### src/rtl/i2c_pkg.sv
// Shared types and helpers for the I2C configuration write master.
package i2c_pkg;

  typedef enum logic [2:0] {
    IDLE,
    START,
    BIT,
    ACK,
    STOP,
    DONE
  } state_t;

  localparam logic [1:0] PH0 = 2'd0;
  localparam logic [1:0] PH1 = 2'd1;
  localparam logic [1:0] PH2 = 2'd2;
  localparam logic [1:0] PH3 = 2'd3;

  function automatic int n_bytes(input int data_bytes);
    return 2 + data_bytes;
  endfunction

  // Bus levels {scl, sda} for a given state/phase; b is the data bit in BIT.
  function automatic logic [1:0] bus_levels(input state_t st, input logic [1:0] ph,
                                            input logic b);
    logic [1:0] lv;
    lv = 2'b11;
    case (st)
      START: begin
        case (ph)
          PH0, PH1: lv = 2'b11;
          PH2:      lv = 2'b10;
          default:  lv = 2'b00;
        endcase
      end
      BIT:  lv = {(ph == PH1) || (ph == PH2), b};
      ACK:  lv = {(ph == PH1) || (ph == PH2), 1'b1};
      STOP: begin
        case (ph)
          PH0:     lv = 2'b00;
          PH1:     lv = 2'b10;
          default: lv = 2'b11;
        endcase
      end
      default: lv = 2'b11;
    endcase
    return lv;
  endfunction

endpackage

### src/rtl/i2c_cfg_master_if.sv
// Request/handshake and pin-level signals of the I2C configuration master.
interface i2c_cfg_master_if #(
  parameter int DATA_BYTES = 1
);
  logic                      start;
  logic [7:0]                reg_addr;
  logic [8*DATA_BYTES-1:0]   wr_data;
  logic                      ready;
  logic                      busy;
  logic                      done;
  logic                      nack;
  logic                      scl_o;
  logic                      sda_oe;
  logic                      sda_in;

  modport master (
    input  start, reg_addr, wr_data, sda_in,
    output ready, busy, done, nack, scl_o, sda_oe
  );

  modport slave (
    output start, reg_addr, wr_data, sda_in,
    input  ready, busy, done, nack, scl_o, sda_oe
  );
endinterface

### src/rtl/i2c_phase_tick.sv
// Quarter-bit divider: o_tick marks the last clk50 cycle of each phase.
module i2c_phase_tick #(
  parameter int CLK_DIV = 125
) (
  input  logic clk50,
  input  logic reset_n,
  input  logic i_clr,
  output logic o_tick
);
  localparam int CW = (CLK_DIV > 1) ? $clog2(CLK_DIV) : 1;
  localparam logic [CW-1:0] TOP = CW'(CLK_DIV - 1);

  logic [CW-1:0] r_cnt;

  always_ff @(posedge clk50 or negedge reset_n) begin
    if (!reset_n) begin
      r_cnt <= '0;
    end else if (i_clr || (r_cnt == TOP)) begin
      r_cnt <= '0;
    end else begin
      r_cnt <= r_cnt + 1'b1;
    end
  end

  assign o_tick = (r_cnt == TOP);

endmodule

### src/rtl/i2c_cfg_master.sv
// I2C register-write master: {addr,0}, reg_addr, DATA_BYTES data bytes per request.
// Define I2C_ACK_CHECK_EN to sample ACK and abort to STOP on a NACK.
module i2c_cfg_master
  import i2c_pkg::*;
#(
  parameter int         CLK_DIV    = 125,
  parameter logic [6:0] SLAVE_ADDR = 7'h39,
  parameter int         DATA_BYTES = 1
) (
  input logic              clk50,
  input logic              reset_n,
  i2c_cfg_master_if.master bus
);
  localparam int         NB   = n_bytes(DATA_BYTES);
  localparam logic [2:0] LAST = 3'(NB - 1);

  state_t                  r_state, w_state_nxt;
  logic [1:0]              r_phase, w_phase_nxt;
  logic [2:0]              r_bit, w_bit_nxt;
  logic [2:0]              r_byte, w_byte_nxt;
  logic                    r_ready, r_done, r_nack, r_scl, r_sda_oe;
  logic                    w_nack_nxt;
  logic                    w_accept, w_tick;
  logic [7:0]              w_cur_byte;
  logic                    w_bit_val;
  logic [1:0]              w_lv;
  logic [7:0]              r_reg_addr;
  logic [8*DATA_BYTES-1:0] r_data;

  assign w_accept = r_ready & bus.start;

  i2c_phase_tick #(.CLK_DIV(CLK_DIV)) u_tick (
    .clk50   (clk50),
    .reset_n (reset_n),
    .i_clr   (w_accept),
    .o_tick  (w_tick)
  );

  always_ff @(posedge clk50) begin
    if (w_accept) begin
      r_reg_addr <= bus.reg_addr;
      r_data     <= bus.wr_data;
    end
  end

  // Byte k >= 2 maps to wr_data byte NB-1-k, so the MSB data byte goes first.
  always_comb begin
    w_cur_byte = 8'h00;
    if (w_byte_nxt == 3'd0) begin
      w_cur_byte = {SLAVE_ADDR, 1'b0};
    end else if (w_byte_nxt == 3'd1) begin
      w_cur_byte = r_reg_addr;
    end else begin
      for (int i = 0; i < DATA_BYTES; i++) begin
        if (int'(w_byte_nxt) == NB - 1 - i) w_cur_byte = r_data[8*i +: 8];
      end
    end
  end

  assign w_bit_val = w_cur_byte[3'd7 - w_bit_nxt];

  always_comb begin
    w_state_nxt = r_state;
    w_phase_nxt = r_phase;
    w_bit_nxt   = r_bit;
    w_byte_nxt  = r_byte;
    w_nack_nxt  = r_nack;
    case (r_state)
      IDLE: begin
        if (w_accept) begin
          w_state_nxt = START;
          w_phase_nxt = PH0;
          w_nack_nxt  = 1'b0;
        end
      end
      START: begin
        if (w_tick) begin
          w_phase_nxt = r_phase + 2'd1;
          if (r_phase == PH3) begin
            w_state_nxt = BIT;
            w_bit_nxt   = 3'd0;
            w_byte_nxt  = 3'd0;
          end
        end
      end
      BIT: begin
        if (w_tick) begin
          w_phase_nxt = r_phase + 2'd1;
          if (r_phase == PH3) begin
            w_bit_nxt = r_bit + 3'd1;
            if (r_bit == 3'd7) w_state_nxt = ACK;
          end
        end
      end
      ACK: begin
        if (w_tick) begin
          w_phase_nxt = r_phase + 2'd1;
`ifdef I2C_ACK_CHECK_EN
          if ((r_phase == PH2) && bus.sda_in) w_nack_nxt = 1'b1;
          if (r_phase == PH3) begin
            if (r_nack || (r_byte == LAST)) begin
              w_state_nxt = STOP;
            end else begin
              w_state_nxt = BIT;
              w_byte_nxt  = r_byte + 3'd1;
              w_bit_nxt   = 3'd0;
            end
          end
`else
          if (r_phase == PH3) begin
            if (r_byte == LAST) begin
              w_state_nxt = STOP;
            end else begin
              w_state_nxt = BIT;
              w_byte_nxt  = r_byte + 3'd1;
              w_bit_nxt   = 3'd0;
            end
          end
`endif
        end
      end
      STOP: begin
        if (w_tick) begin
          w_phase_nxt = r_phase + 2'd1;
          if (r_phase == PH3) w_state_nxt = DONE;
        end
      end
      DONE: begin
        w_state_nxt = IDLE;
        w_phase_nxt = PH0;
      end
      default: w_state_nxt = IDLE;
    endcase
  end

`ifndef I2C_ACK_CHECK_EN
  logic w_unused_sda;
  assign w_unused_sda = bus.sda_in;
`endif

  assign w_lv = bus_levels(w_state_nxt, w_phase_nxt, w_bit_val);

  // Outputs are registered from the next-state decode so pins never glitch.
  always_ff @(posedge clk50 or negedge reset_n) begin
    if (!reset_n) begin
      r_state  <= IDLE;
      r_phase  <= PH0;
      r_bit    <= 3'd0;
      r_byte   <= 3'd0;
      r_ready  <= 1'b1;
      r_done   <= 1'b0;
      r_nack   <= 1'b0;
      r_scl    <= 1'b1;
      r_sda_oe <= 1'b0;
    end else begin
      r_state  <= w_state_nxt;
      r_phase  <= w_phase_nxt;
      r_bit    <= w_bit_nxt;
      r_byte   <= w_byte_nxt;
      r_ready  <= (w_state_nxt == IDLE);
      r_done   <= (w_state_nxt == DONE);
      r_nack   <= w_nack_nxt;
      r_scl    <= w_lv[1];
      r_sda_oe <= ~w_lv[0];
    end
  end

  assign bus.ready  = r_ready;
  assign bus.busy   = ~r_ready;
  assign bus.done   = r_done;
  assign bus.nack   = r_nack;
  assign bus.scl_o  = r_scl;
  assign bus.sda_oe = r_sda_oe;

endmodule

### src/flat_wrapper.sv
// flat-port wrapper written by rule: the top's interface ports become plain ports
module i2c_cfg_master_flat import i2c_pkg::*;
#(
  parameter int         CLK_DIV    = 125,
  parameter logic [6:0] SLAVE_ADDR = 7'h39,
  parameter int         DATA_BYTES = 1
)
  (clk50, reset_n, bus_start, bus_reg_addr, bus_wr_data, bus_sda_in, bus_ready, bus_busy, bus_done, bus_nack, bus_scl_o, bus_sda_oe);
  i2c_cfg_master_if #(.DATA_BYTES(DATA_BYTES)) bus_i ();
  input logic clk50;
  input logic reset_n;
  input wire logic [$bits(bus_i.start)-1:0] bus_start;
  input wire logic [$bits(bus_i.reg_addr)-1:0] bus_reg_addr;
  input wire logic [$bits(bus_i.wr_data)-1:0] bus_wr_data;
  input wire logic [$bits(bus_i.sda_in)-1:0] bus_sda_in;
  output wire logic [$bits(bus_i.ready)-1:0] bus_ready;
  output wire logic [$bits(bus_i.busy)-1:0] bus_busy;
  output wire logic [$bits(bus_i.done)-1:0] bus_done;
  output wire logic [$bits(bus_i.nack)-1:0] bus_nack;
  output wire logic [$bits(bus_i.scl_o)-1:0] bus_scl_o;
  output wire logic [$bits(bus_i.sda_oe)-1:0] bus_sda_oe;
  assign bus_i.start = bus_start;
  assign bus_i.reg_addr = bus_reg_addr;
  assign bus_i.wr_data = bus_wr_data;
  assign bus_i.sda_in = bus_sda_in;
  assign bus_ready = bus_i.ready;
  assign bus_busy = bus_i.busy;
  assign bus_done = bus_i.done;
  assign bus_nack = bus_i.nack;
  assign bus_scl_o = bus_i.scl_o;
  assign bus_sda_oe = bus_i.sda_oe;
  i2c_cfg_master #(.CLK_DIV(CLK_DIV), .SLAVE_ADDR(SLAVE_ADDR), .DATA_BYTES(DATA_BYTES)) u_core (.clk50(clk50), .reset_n(reset_n), .bus(bus_i));
endmodule
### config.mk
export PLATFORM = sky130hd
export DESIGN_NAME = i2c_cfg_master_flat
export DESIGN_NICKNAME = d
export VERILOG_FILES = /design/src/rtl/i2c_pkg.sv /design/src/rtl/i2c_cfg_master_if.sv /design/src/rtl/i2c_phase_tick.sv /design/src/rtl/i2c_cfg_master.sv /design/src/flat_wrapper.sv
export SDC_FILE = /design/constraint.sdc
export NUM_CORES = 1
export LEC_CHECK = 0
export CORE_MARGIN = 3
export CORE_UTILIZATION = 55
export DETAILED_ROUTE_END_ITERATION = 7
export HOLD_SLACK_MARGIN = 0.05
export PLACE_DENSITY_LB_ADDON = 0.15
export SLEW_MARGIN = 20
export SYNTH_ARGS = -nofsm -noshare
export SYNTH_HDL_FRONTEND = slang
export SYNTH_SLANG_ARGS = --single-unit
### constraint.sdc
create_clock -name clk50 -period 3.6 [get_ports clk50]
set_input_delay 1.08 -clock clk50 [delete_from_list [all_inputs] [get_ports clk50]]
set_output_delay 1.08 -clock clk50 [all_outputs]
set_load 0.02 [all_outputs]
# Yosys cells after proc, flatten, opt, wreduce, memory -nomap -nowiden
# Index checks and enable logic that the tools add are counted.
[word_totals]
reg_bits = 38
latch_bits = 0
mem_bits_rw = 0
romBits = 0
in_bits = 20
out_inout_bits = 6
n_memories = 0
[op_classes]
n_addsub = 5
n_mul = 0
n_div = 0
order_cmp = 1
eq_ne = 18
shifts = 0
n_mux = 38
bitwise_logic = 3
reduce_logical = 8
[ops]
columns = ["operator", "n"]
rows = [
  ["3-bit two-way mux", 23],
  ["8-bit two-way mux", 3],
  ["3-bit == test, second input constant", 6],
  ["3-bit by 2-bit == test with 1-bit output, second input constant", 5],
  ["3-bit one-hot mux with 5 select lines", 1],
  ["3-bit by 1-bit == test with 1-bit output, second input constant", 3],
  ["3-bit zero test", 3],
  ["3-bit one-hot mux with 3 select lines", 1],
  ["2-bit one-hot mux with 2 select lines", 2],
  ["2-bit one-hot mux with 4 select lines", 1],
  ["7-bit by 1-bit adder with 7-bit output, second input constant", 1],
  ["7-bit == test, second input constant", 1],
  ["7-bit two-way mux", 1],
  ["3-bit by 1-bit adder with 3-bit output, second input constant", 2],
  ["2-bit one-hot mux with 3 select lines", 1],
  ["3-bit one-hot mux with 2 select lines", 1],
  ["2-bit == test, second input constant", 2],
  ["3-bit by 4-bit less-than comparator with 1-bit output, second input constant", 1],
  ["2-bit two-way mux", 2],
  ["4-bit OR reduction", 1],
  ["1-bit binary-select mux with 3-bit select", 1],
  ["3-bit subtractor, first input constant", 1],
  ["2-bit by 1-bit adder with 2-bit output, second input constant", 1],
  ["2-bit by 1-bit == test with 1-bit output, second input constant", 1],
  ["other kinds (6)", 8],
]

# Longest topological paths before layout
[logic_depth]
depth_word = 13
mapped_depth = 14
ltp_nobuf = 14

# By module
# From an unflattened synthesis, not the netlist that was laid out.
[hier_totals]
hier_cells = 216
hier_area_um2 = 2230.9
[modules_own_cells]
columns = ["mod", "n_inst", "cells_per_inst", "area_per_inst_um2", "seq_area_each_um2"]
rows = [
  ["i2c_cfg_master", 1, 184, 1873.0, 858.3],
  ["i2c_phase_tick", 1, 32, 357.8, 175.2],
]

# Least setup slack after synthesis
# OpenSTA, ideal clock, no wires.
[synth_path]
kind = "reg2reg"
startpoint = "register u_core.r_phase[0]"
endpoint = "register u_core.r_sda_oe (netlist: u_core.bus.sda_oe)"
setup_ps = 133
t_arrival_ps = 2374
required_ps = 3467
slack_ps = 1093
path_stages_with_launch = 12
path_buffers = 1
path_cell_list = "dfrtp_1 > ha_1 > buf_2 > inv_1 > ha_1 > nor3b_1 > a31oi_1 > nor3_1 > nor2_1 > or4_1 > a311oi_1 > a211oi_1"
[synth_between]
elab_chain_cells = 12
elab_cells_between_ends = 47
classes_between = "2 x add/sub; 9 x eq/ne; 32 x mux; 1 x bitwise; 3 x reduce/logical"
[synth_lines]
columns = ["element", "line", "rtl"]
rows = [
  ["start, declared", "i2c_cfg_master.sv:18", "logic [1:0] r_phase, w_phase_nxt;"],
  ["start signal, assigned", "i2c_cfg_master.sv:157", "r_phase <= w_phase_nxt;"],
  ["2-bit == test", "-", ""],
  ["3-bit two-way mux, on equally long branches", "i2c_cfg_master.sv:110, i2c_cfg_master.sv:79", ""],
  ["3-bit two-way mux, on equally long branches", "i2c_cfg_master.sv:96, i2c_cfg_master.sv:77", ""],
  ["3-bit one-hot mux with 2 select lines", "i2c_cfg_master.sv:68", "case (r_state)"],
  ["3-bit == test", "i2c_cfg_master.sv:55", "if (int'(w_byte_nxt) == NB - 1 - i) w_cur_byte = r_data[8*i +: 8];"],
  ["8-bit two-way mux", "i2c_cfg_master.sv:55", ""],
  ["8-bit two-way mux", "i2c_cfg_master.sv:51", "end else if (w_byte_nxt == 3'd1) begin"],
  ["8-bit two-way mux", "i2c_cfg_master.sv:49", "if (w_byte_nxt == 3'd0) begin"],
  ["1-bit binary-select mux with 3-bit select", "i2c_cfg_master.sv:60", "assign w_bit_val = w_cur_byte[3'd7 - w_bit_nxt];"],
  ["1-bit two-way mux (implied by the code)", "i2c_cfg_master.sv:60", ""],
  ["2-bit one-hot mux with 4 select lines (*)", "i2c_pkg.sv:27", "case (st)"],
  ["1-bit inverter (*)", "i2c_cfg_master.sv:164", "r_sda_oe <= ~w_lv[0];"],
  ["end signal, assigned", "i2c_cfg_master.sv:164", ""],
  ["end, declared", "i2c_cfg_master.sv:21", "logic r_ready, r_done, r_nack, r_scl, r_sda_oe;"],
]
# Every way passes the cells marked *; elsewhere a longest branch is shown, timed or not. The select of a mux whose other input is x is not followed.
# A chain may end at the register's enable or synchronous reset.

# Worst setup path after layout
[layout_path]
startpoint = "input bus_start"
endpoint = "register u_core.r_scl (netlist: u_core.bus.scl_o)"
[layout_between]
elab_chain_cells = 7
elab_cells_between_ends = 17
classes_between = "6 x eq/ne; 7 x mux; 1 x bitwise; 3 x reduce/logical"
[layout_lines]
columns = ["element", "line", "rtl"]
rows = [
  ["start, declared", "flat_wrapper.sv:12", "input wire logic [$bits(bus_i.start)-1:0] bus_start;"],
  ["1-bit bitwise AND (*)", "i2c_cfg_master.sv:30", "assign w_accept = r_ready & bus.start;"],
  ["2-bit two-way mux (*)", "i2c_cfg_master.sv:70", "if (w_accept) begin"],
  ["2-bit one-hot mux with 3 select lines (*)", "i2c_cfg_master.sv:68", ""],
  ["named net u_core.w_phase_nxt[0]", "i2c_cfg_master.sv:18", ""],
  ["2-bit by 1-bit == test with 1-bit output / 2-bit zero test (equally long branches)", "-", ""],
  ["2-bit OR reduction", "i2c_pkg.sv:29", "case (ph)"],
  ["2-bit one-hot mux with 2 select lines", "i2c_pkg.sv:29", ""],
  ["2-bit one-hot mux with 4 select lines (*)", "i2c_pkg.sv:27", ""],
  ["named net u_core.w_lv[1]", "i2c_cfg_master.sv:26", "logic [1:0] w_lv;"],
  ["end signal, assigned", "i2c_cfg_master.sv:163", "r_scl <= w_lv[1];"],
  ["end, declared", "i2c_cfg_master.sv:21", ""],
]
# The timed path passes the listed nets; every way through them passes the cells marked *.

==> results.ini <==
[timing]
hold_viol_final = 0
rsz0062_at_grt = false
worst_slew_pin_slew_ns = 0.6876
slew_headroom = 0.5373
setup_viol = 0
clock_skew_ns = 0.005732
fin_crit_ns = 2.966
max_freq_mhz = 337.1
maxSlewViolCount = 0
timing.final.crit_share = 0.8239
fin_ws_ns = 0.6339
tns_ns = 0

[setup_path]
worstSetupEndpointType = flip-flop
worstPathArrival_ns = 3.18
crit_fanout = 6
critPathRequiredTime_ns = 3.82
critPathLaunchType = input pin
worstSetupPathType = input pin to flip-flop

[place]
port_buffers = 23
gp_congestion = 0.9161
pre_cts_slack_ns = 0.4024
post-dp-hpwl_um = 3180

[drt]
post-route-drc-count = 0
wl_per_cell_um = 15.21
via_per_inst = 5.839
drt-initial-drc-count = 185
wirelength_um = 4259
drtPass1Iterations = 4
ant_nets = 0
via_count = 1635

[cts]
path_clk_slew_ns = 0.08
cts_tree = done
cts_sinks = 38
clockBufferDepth = 2
cts_root_buffer = clkbuf_8
cts_hold_buf = 0
clk_latency_ns = 0.29
cts_buffers = 5
htree_levels = 2
cts_resized = 0
cts_setup_buffers = 0

[floorplanning]
io_pins = 26
die_area_um2 = 4709
die_h_um = 68.63
core-area_um2 = 3716
initial_core_util = 0.5805
rows = 22
die_w_um = 68.63

[logic_synthesis]
synth_warnings = 0
synth_edf_count = 16
syn_nets = 236
synth.avg_cell_area_um2 = 10.47
synthArstFlopShare = 0.5789
yosysUniqueCellTypes = 63
seq_area_frac_synth = 0.4791
ys_ff_latch = 38
synth.cell_area_um2 = 2157
synth_cells = 206
synth-main-ff-cell = dfrtp_1

[layout]
fill_cells = 272
area_delta_synth_final_pct = 17.92
nets = 261
drive_gt1_frac = 0.09914
diodes = 0

[power_and_ir_drop]
ir_worst_vdd_v = 0.0002710
power_leakage_nw = 1.030
power_density_nw_per_um2 = 353.1

[run]
drv_cap = 0

[global_route]
grt_pass1_vias = 1587
grt_pass1_wl_um = 7182
grt_overflow = 0
grtUsageTotal = 0.2085
grt_max_degree = 23
antenna_found_initial = 0

[hold_path]
hp-class = flip-flop to flip-flop

[run_status]
status = completed

==> where the power goes <==
part	internal [mW]	switching (mW)
clock	0.274	0.147
sequential	0.452	0
combinational	0.0169	0.00812
total	0.743	0.155
==> stage by stage <==
step	hold slack (ns)	instance area, um^2	util	power (mW)	cells
2_1_floorplan	0.4753	2157	-	0.4625	206
3_3_place_gp	0.4985	2416	0.6502	0.4858	272
3_5_place_dp	0.5118	2416	0.6502	0.4867	272
4_1_cts	0.5221	2549	0.6859	0.9074	280
5_1_grt	0.5431	2544	0.6845	0.9318	280
6_report	0.5272	2544	0.6845	0.8981	280
==> layout by cell type (no fill, tap or decap), types with 5 or more instances in the layout <==
master / instances
a211oi_1: 5
inv_1: 20
nor2_1: 17
nand3_1: 7
edfxtp_1: 16
nand2_1: 12
a31oi_1: 5
dfrtp_1: 20
clkbuf_8: 5
a21oi_1: 7
ha_1: 10
clkdlybuf4s50_1: 22
==> worst max-delay path: stages <==
cell	delay (ns)
clkdlybuf4s50_1	0.40
nand2_1	0.21
a21oi_1	0.10
o21ai_0	0.19
a21oi_1	0.10
a211oi_1	0.42
inv_1	0.08
ha_1	0.28
nand2b_1	0.14
a21oi_1	0.12
a31oi_1	0.06
==> cells by family after synthesis <==
kind of cell	after synthesis	share of synthesized area
multiplexers	3	0.01972
XOR/XNOR	5	0.02030
AO/OA/AOI/OAI	46	0.1636
flip-flops	38	0.4791
other	1	0.001738
AND/OR/NAND/NOR	76	0.2030
adder cells (fa/ha/maj)	10	0.05800
buffers and inverters	27	0.05452
==> final timing paths <==
| path | start | end | slack (ns) | depth (start not counted) |
|---|---|---|---|---|
| max | bus_start | u_core.bus.scl_o$_DFF_PN1_ | 0.63 | 11 |
| min | u_core.u_tick.r_cnt[0]$_DFF_PN0_ | u_core.u_tick.r_cnt[0]$_DFF_PN0_ | 0.53 | 1 |
| max reg2reg | u_core.r_phase[0]$_DFF_PN0_ | u_core.bus.sda_oe$_DFF_PN0_ | 0.66 | 10 |
| min reg2reg | u_core.u_tick.r_cnt[0]$_DFF_PN0_ | u_core.u_tick.r_cnt[0]$_DFF_PN0_ | 0.53 | 1 |
| max in group asynchronous | reset_n | u_core.bus.scl_o$_DFF_PN1_ | 2.33 | 2 |
| min in group asynchronous | reset_n | u_core.bus.done$_DFF_PN0_ | 0.76 | 1 |
==> registers in the layout, summed over array words and instances, names as in the netlist <==
signal               count
u_core.bus.done          1
u_core.bus.ready         1
u_core.bus.scl_o         1
u_core.bus.sda_oe        1
u_core.r_bit             3
u_core.r_byte            3
u_core.r_data            8
u_core.r_phase           2
u_core.r_reg_addr        8
u_core.r_state           3
u_core.u_tick.r_cnt      7
==> synthesized netlist by cell type, types with 4 or more instances <==
cell type | instances | area, um^2
a21boi_0 | 4 | 30.03
a211oi_1 | 5 | 37.54
a31oi_1 | 5 | 31.28
nand4_1 | 4 | 25.02
nor3_1 | 4 | 20.02
nor2_1 | 17 | 63.81
inv_1 | 20 | 75.07
xor2_1 | 4 | 35.03
edfxtp_1 | 16 | 480.5
dfrtp_1 | 20 | 500.5
nand2_1 | 12 | 45.04
a21oi_1 | 7 | 35.03
nor4_1 | 4 | 25.02
nand3_1 | 7 | 35.03
ha_1 | 10 | 125.1
==> layout make-up <==
cell class              instances  area [um^2]  share of cell area
flip-flops and latches         38         1033              0.4063
clock inverters                 3        63.81             0.02509
clock buffers                   5        68.82             0.02705
well taps                      48        60.06             0.02361
inverters                      21        78.83             0.03099
repair buffers                 24        232.7             0.09149
multi-input cells             141         1006              0.3955
==> layer usage <==
metal	GRT usage	wire length, um	share of wire
met4	0.07444	87	0.020
met2	0.3623	2163	0.51
met5	0	0	0
met1	0.2516	1817	0.43
met3	0.04700	191	0.045
Power figures use the tool's default switching activity.
==> RTL edit 1: new RTL, same flow settings <==
The option `I2C_ACK_CHECK_EN` is turned on by a define.
--- a/src/rtl/i2c_cfg_master.sv
+++ b/src/rtl/i2c_cfg_master.sv
@@ -1,5 +1,7 @@
 // I2C register-write master: {addr,0}, reg_addr, DATA_BYTES data bytes per request.
 // Define I2C_ACK_CHECK_EN to sample ACK and abort to STOP on a NACK.
+`define I2C_ACK_CHECK_EN
+
 module i2c_cfg_master
   import i2c_pkg::*;
 #(
Check against the original RTL: no difference found for any inputs over 10 cycles, from zero or initial values and one cycle with reset_n low; that may be too few to reach the edited logic, so the function may still have changed.
==> RTL edit 1 against the original RTL <==
  * First-iteration DRC count increased by 17%
  * Cell area increased by 4.1%
  * Worst setup slack better by 31 ps
  * Critical path depth shrank 2
  * Synthesized cell count grew 4.4%
  * Area after synthesis is 3.5% higher
  * Sequential share of layout area fell by 0.67 points
  * Routed wire length up 6.4%
  * Sequential power grew 2%
  * Sequential cell count is 1 higher
  * Total power increased by 1.8%
  * Hold slack gained 17 ps
==> RTL edit 1: results (changes against the original RTL) <==
outcome=finished clean; Synth top cells by count=dfrtp_1 (21), nand2_1 (20), nor2_1 (18); Total GRT Usage=20.1% (-0.79 points); min Tclk post-route=2930 ps (-31.2 ps); Synth area leaders=dfrtp_1 (24%), edfxtp_1 (22%), ha_1 (6.2%); crit path DAT=3140 ps (-40 ps); violation count after the first detailed-route iteration=216 (+17%); async set-reset flop share out of synthesis=59.0% (+1.1 points); Post-Syn Nets=246 (+4.2%); Setup WS pre-CTS=441 ps (+38.9 ps); DRT Wirelength=4530 microns (+6.4%); Filler cells=278 (+2.2%); CP Launch Type=flip-flop; TritonCTS buffer count=5 (unchanged); Leak=1.05 nW (+1.6%); HPWL after DPL=3360 microns (+5.8%); port bufs=25 (+8.7%); worst hold slack=545 ps (+17.4 ps); vias in the first global route=1724 (+8.6%); register area share after synthesis=47.4% (-0.52 points); Avg Inst Size Synth=10.4 sq um (-0.80%); Worst VDD drop=0.271 mV (-0.16%); layout cells sized above 1=12.6% (+2.7 points); # Post-CTS Setup Buffers=0 (unchanged); post-layout net count=276 (+5.7%); routed vias/inst=6.05 (+3.7%); largest net degree at the start of global routing=24 (+4.3%); Critical Path Sink Type=flip-flop; wire per inst=15.4 microns (+1.3%); Reg-to-Reg Start=u_core.r_phase[1]$_DFF_PN0_; Worst Reg-to-Reg Cells=9 (-1); dpl cell area=0.00252 sq mm (+4.1%); gp weighted congestion=0.838 (-8.6%); worst-path maximum fanout=5 (-1); Placed Cells=286 (+5.1%); post-synthesis cell type count=58 (-7.9%); Post-Route Skew=3.75 ps (-1.98 ps); Slew headroom=50.1% (-3.6 points)
RTL edit 1: cell types whose count changed after synthesis, sizes merged, moves of 3 or more:
cell and delta:
nor3b -3, nor3 +4, a22oi +4, nand2 +9, a21boi -4, o31ai +4, o21ai +8, nand3 +5
inv -3, o22ai +3, o211ai +3
RTL edit 1: cell families (layout without fill, tap and decap cells):
family | after synthesis | in the layout | share of synthesized area [%]
xor gates and xnor gates | 5 | 5 | 1.96
buffers and inverters | 22 | 53 | 5.10
AOI/OAI and AO/OA | 53 | 53 | 18.0
muxes | 5 | 5 | 2.35
adders and majority gates | 11 | 11 | 6.16
DFF | 39 | 39 | 47.4
and+or+nand+nor | 80 | 80 | 19.0
RTL edit 1: routing by layer:
layer  vias to the layer above  share of wire, %  GRT usage (%)
met5                         -                 0              0
met4                         0               2.9           10.4
met3                        15               7.3           5.94
li1                        860                 -              -
met2                        84                46           29.7
met1                       821                44           26.6
RTL edit 1: area by class of cell:
cell class              instances  area, sq um  share of cell area (%)
clock buffers                   6         72.6                    2.74
clock inverters                 2         60.1                    2.27
inverters                      17         63.8                    2.41
multi-input cells             154         1060                    40.1
flip-flops and latches         39         1060                    40.0
well taps                      48         60.1                    2.27
repair buffers                 28          273                    10.3
RTL edit 1: report_power, final:
part	total [W]	internal [W]	switching, W	leakage (nW)
Combinational	0.0000257	0.0000184	0.00000724	0.543
Sequential	0.000463	0.000463	0	0.438
Clock	0.000426	0.000277	0.000149	0.0654
RTL edit 1: critical path: stages, from the launching register on:
cell,delay (ps)
dfrtp_1,450
ha_1,290
inv_1,140
or4_4,590
o21ai_2,180
o22ai_2,150
a221oi_2,290
a2111oi_1,80
or4_1,570
o211ai_1,100
==> RTL edit 2: new RTL, same flow settings <==
Without the edit above. The 6 states of `state_t` get a one-hot encoding in 6 bits.
--- a/src/rtl/i2c_pkg.sv
+++ b/src/rtl/i2c_pkg.sv
@@ -1,13 +1,13 @@
 // Shared types and helpers for the I2C configuration write master.
 package i2c_pkg;
 
-  typedef enum logic [2:0] {
-    IDLE,
-    START,
-    BIT,
-    ACK,
-    STOP,
-    DONE
+  typedef enum logic [5:0] {
+    IDLE  = 6'b000001,
+    START = 6'b000010,
+    BIT   = 6'b000100,
+    ACK   = 6'b001000,
+    STOP  = 6'b010000,
+    DONE  = 6'b100000
   } state_t;
 
   localparam logic [1:0] PH0 = 2'd0;
Formal check against the unedited RTL: same outputs for any inputs over 10 cycles, from zero or initial values and one cycle with reset_n low; not proved beyond that.
==> RTL edit 2 against the original RTL <==
  * Register-to-register slack lost 130 ps
  * Routed wire length is 16% higher
  * Cell area rose by 5.7%
  * Clock skew up 1.4 ps
  * Sequential cell count is 3 higher
  * Worst setup slack got worse by 100 ps
  * Area after synthesis increased by 8.6%
  * Critical path type is now reg2reg
  * Critical endpoint unchanged
Power is not compared: it rests on default switching activity, and its combinational part moved more than twofold at a synthesized area within 25%.
==> RTL edit 2: results (changes against the original RTL) <==
outcome=finished clean; Post-Layout Cell Count=301 (+7.5%); NonClk Buf Share=9.68% (+0.53 points); Multi-In Gates=158 (+12%); layout cells sized above 1=9.96% (+0.046 points); first drt pass iteration count=5 (+1); worst hold slack=525 ps (-2.48 ps); Total GRT Usage=21.2% (+0.33 points); detailed-route via count=1844 (+13%); Non-CTS inverters=17 (-19%); flops & latches, synth=41 (+7.9%); Slew headroom=57.8% (+4.1 points); crit path DAT=3260 ps (+80 ps); Avg Inst Size Synth=10.4 sq um (-0.53%); Setup WS pre-CTS=480 ps (+77.7 ps); Compound-Gate Fraction of Synth Area=18.3% (+1.9 points); xor-xnor portion of the synthesized cell area=2.99% (+0.96 points); Synth Area in Adders=5.34% (-0.46 points); Multi-input gate area=0.00111 sq mm (+10%); Post-Route Skew=7.17 ps (+1.44 ps); violation count after the first detailed-route iteration=149 (-19%); Layout clock area frac=3.03% (-2.2 points); gp weighted congestion=0.837 (-8.6%); Layout Area Growth over Synthesis=14.7%; post-layout net count=280 (+7.3%); Filler cells=327 (+20%); Synth area leaders=dfrtp_1 (23%), edfxtp_1 (21%), ha_1 (5.3%); Post-Syn Nets=255 (+8.1%); wire per inst=16.4 microns (+7.7%); Seq/total area=41.3% (+0.66 points); dpl cell area=0.00261 sq mm (+7.9%); HPWL after DPL=3660 microns (+15%); first-pass GRT wire length=8550 microns (+19%); post-synthesis mux area share=0.908% (-1.1 points); Synth top cells by count=dfrtp_1 (22), nor2_1 (19), edfxtp_1 (16), inv_1 (16), a21oi_1 (13)
## RTL edit 2: layer usage
layer / routed length, microns / share of wire [%] / up-vias / track usage (%)
met5: 0 / 0 / - / 0
met4: 71 / 1.4 / 0 / 7.10
met3: 232 / 4.7 / 8 / 3.93
met2: 2330 / 47 / 54 / 32.0
met1: 2300 / 47 / 891 / 30.8
li1: - / - / 891 / -
## RTL edit 2: power groups by stage
stage | combinational, W | sequential (W) | clock, W
after floorplan | 0.000227 | 0.000639 | 0
after global placement | 0.000330 | 0.000651 | 0
after CTS | 0.000340 | 0.000644 | 0.000297
final | 0.000338 | 0.000646 | 0.000286
after detailed placement | 0.000339 | 0.000654 | 0
after global routing | 0.000373 | 0.000657 | 0.000323
## RTL edit 2: worst max path at each step
stage	end	cells after the start
after floorplan	u_core.bus.scl_o$_DFF_PN1_	10
after global placement	u_core.bus.scl_o$_DFF_PN1_	9
after detailed placement	u_core.bus.scl_o$_DFF_PN1_	9
after CTS	u_core.bus.scl_o$_DFF_PN1_	10
after global routing	u_core.bus.scl_o$_DFF_PN1_	10
final	u_core.bus.scl_o$_DFF_PN1_	10
## RTL edit 2: worst max-delay path, stage by stage (launching register included)
cell and delay [ps]:
dfrtp_1 500, o21ai_0 280, o211ai_1 120, a211oi_1 580, a22oi_1 180, o21ai_0 160, a32o_1 260, inv_1 70
ha_1 290, o311ai_0 350, o221ai_1 190
## RTL edit 2: logic make-up after synthesis
group | Yosys count
buffers and inverters | 26
XOR/XNOR | 8
AO/OA/AOI/OAI | 58
multiplexers | 2
AND/OR/NAND/NOR | 79
adder cells (fa/ha/maj) | 10
other | 1
flip-flops | 41
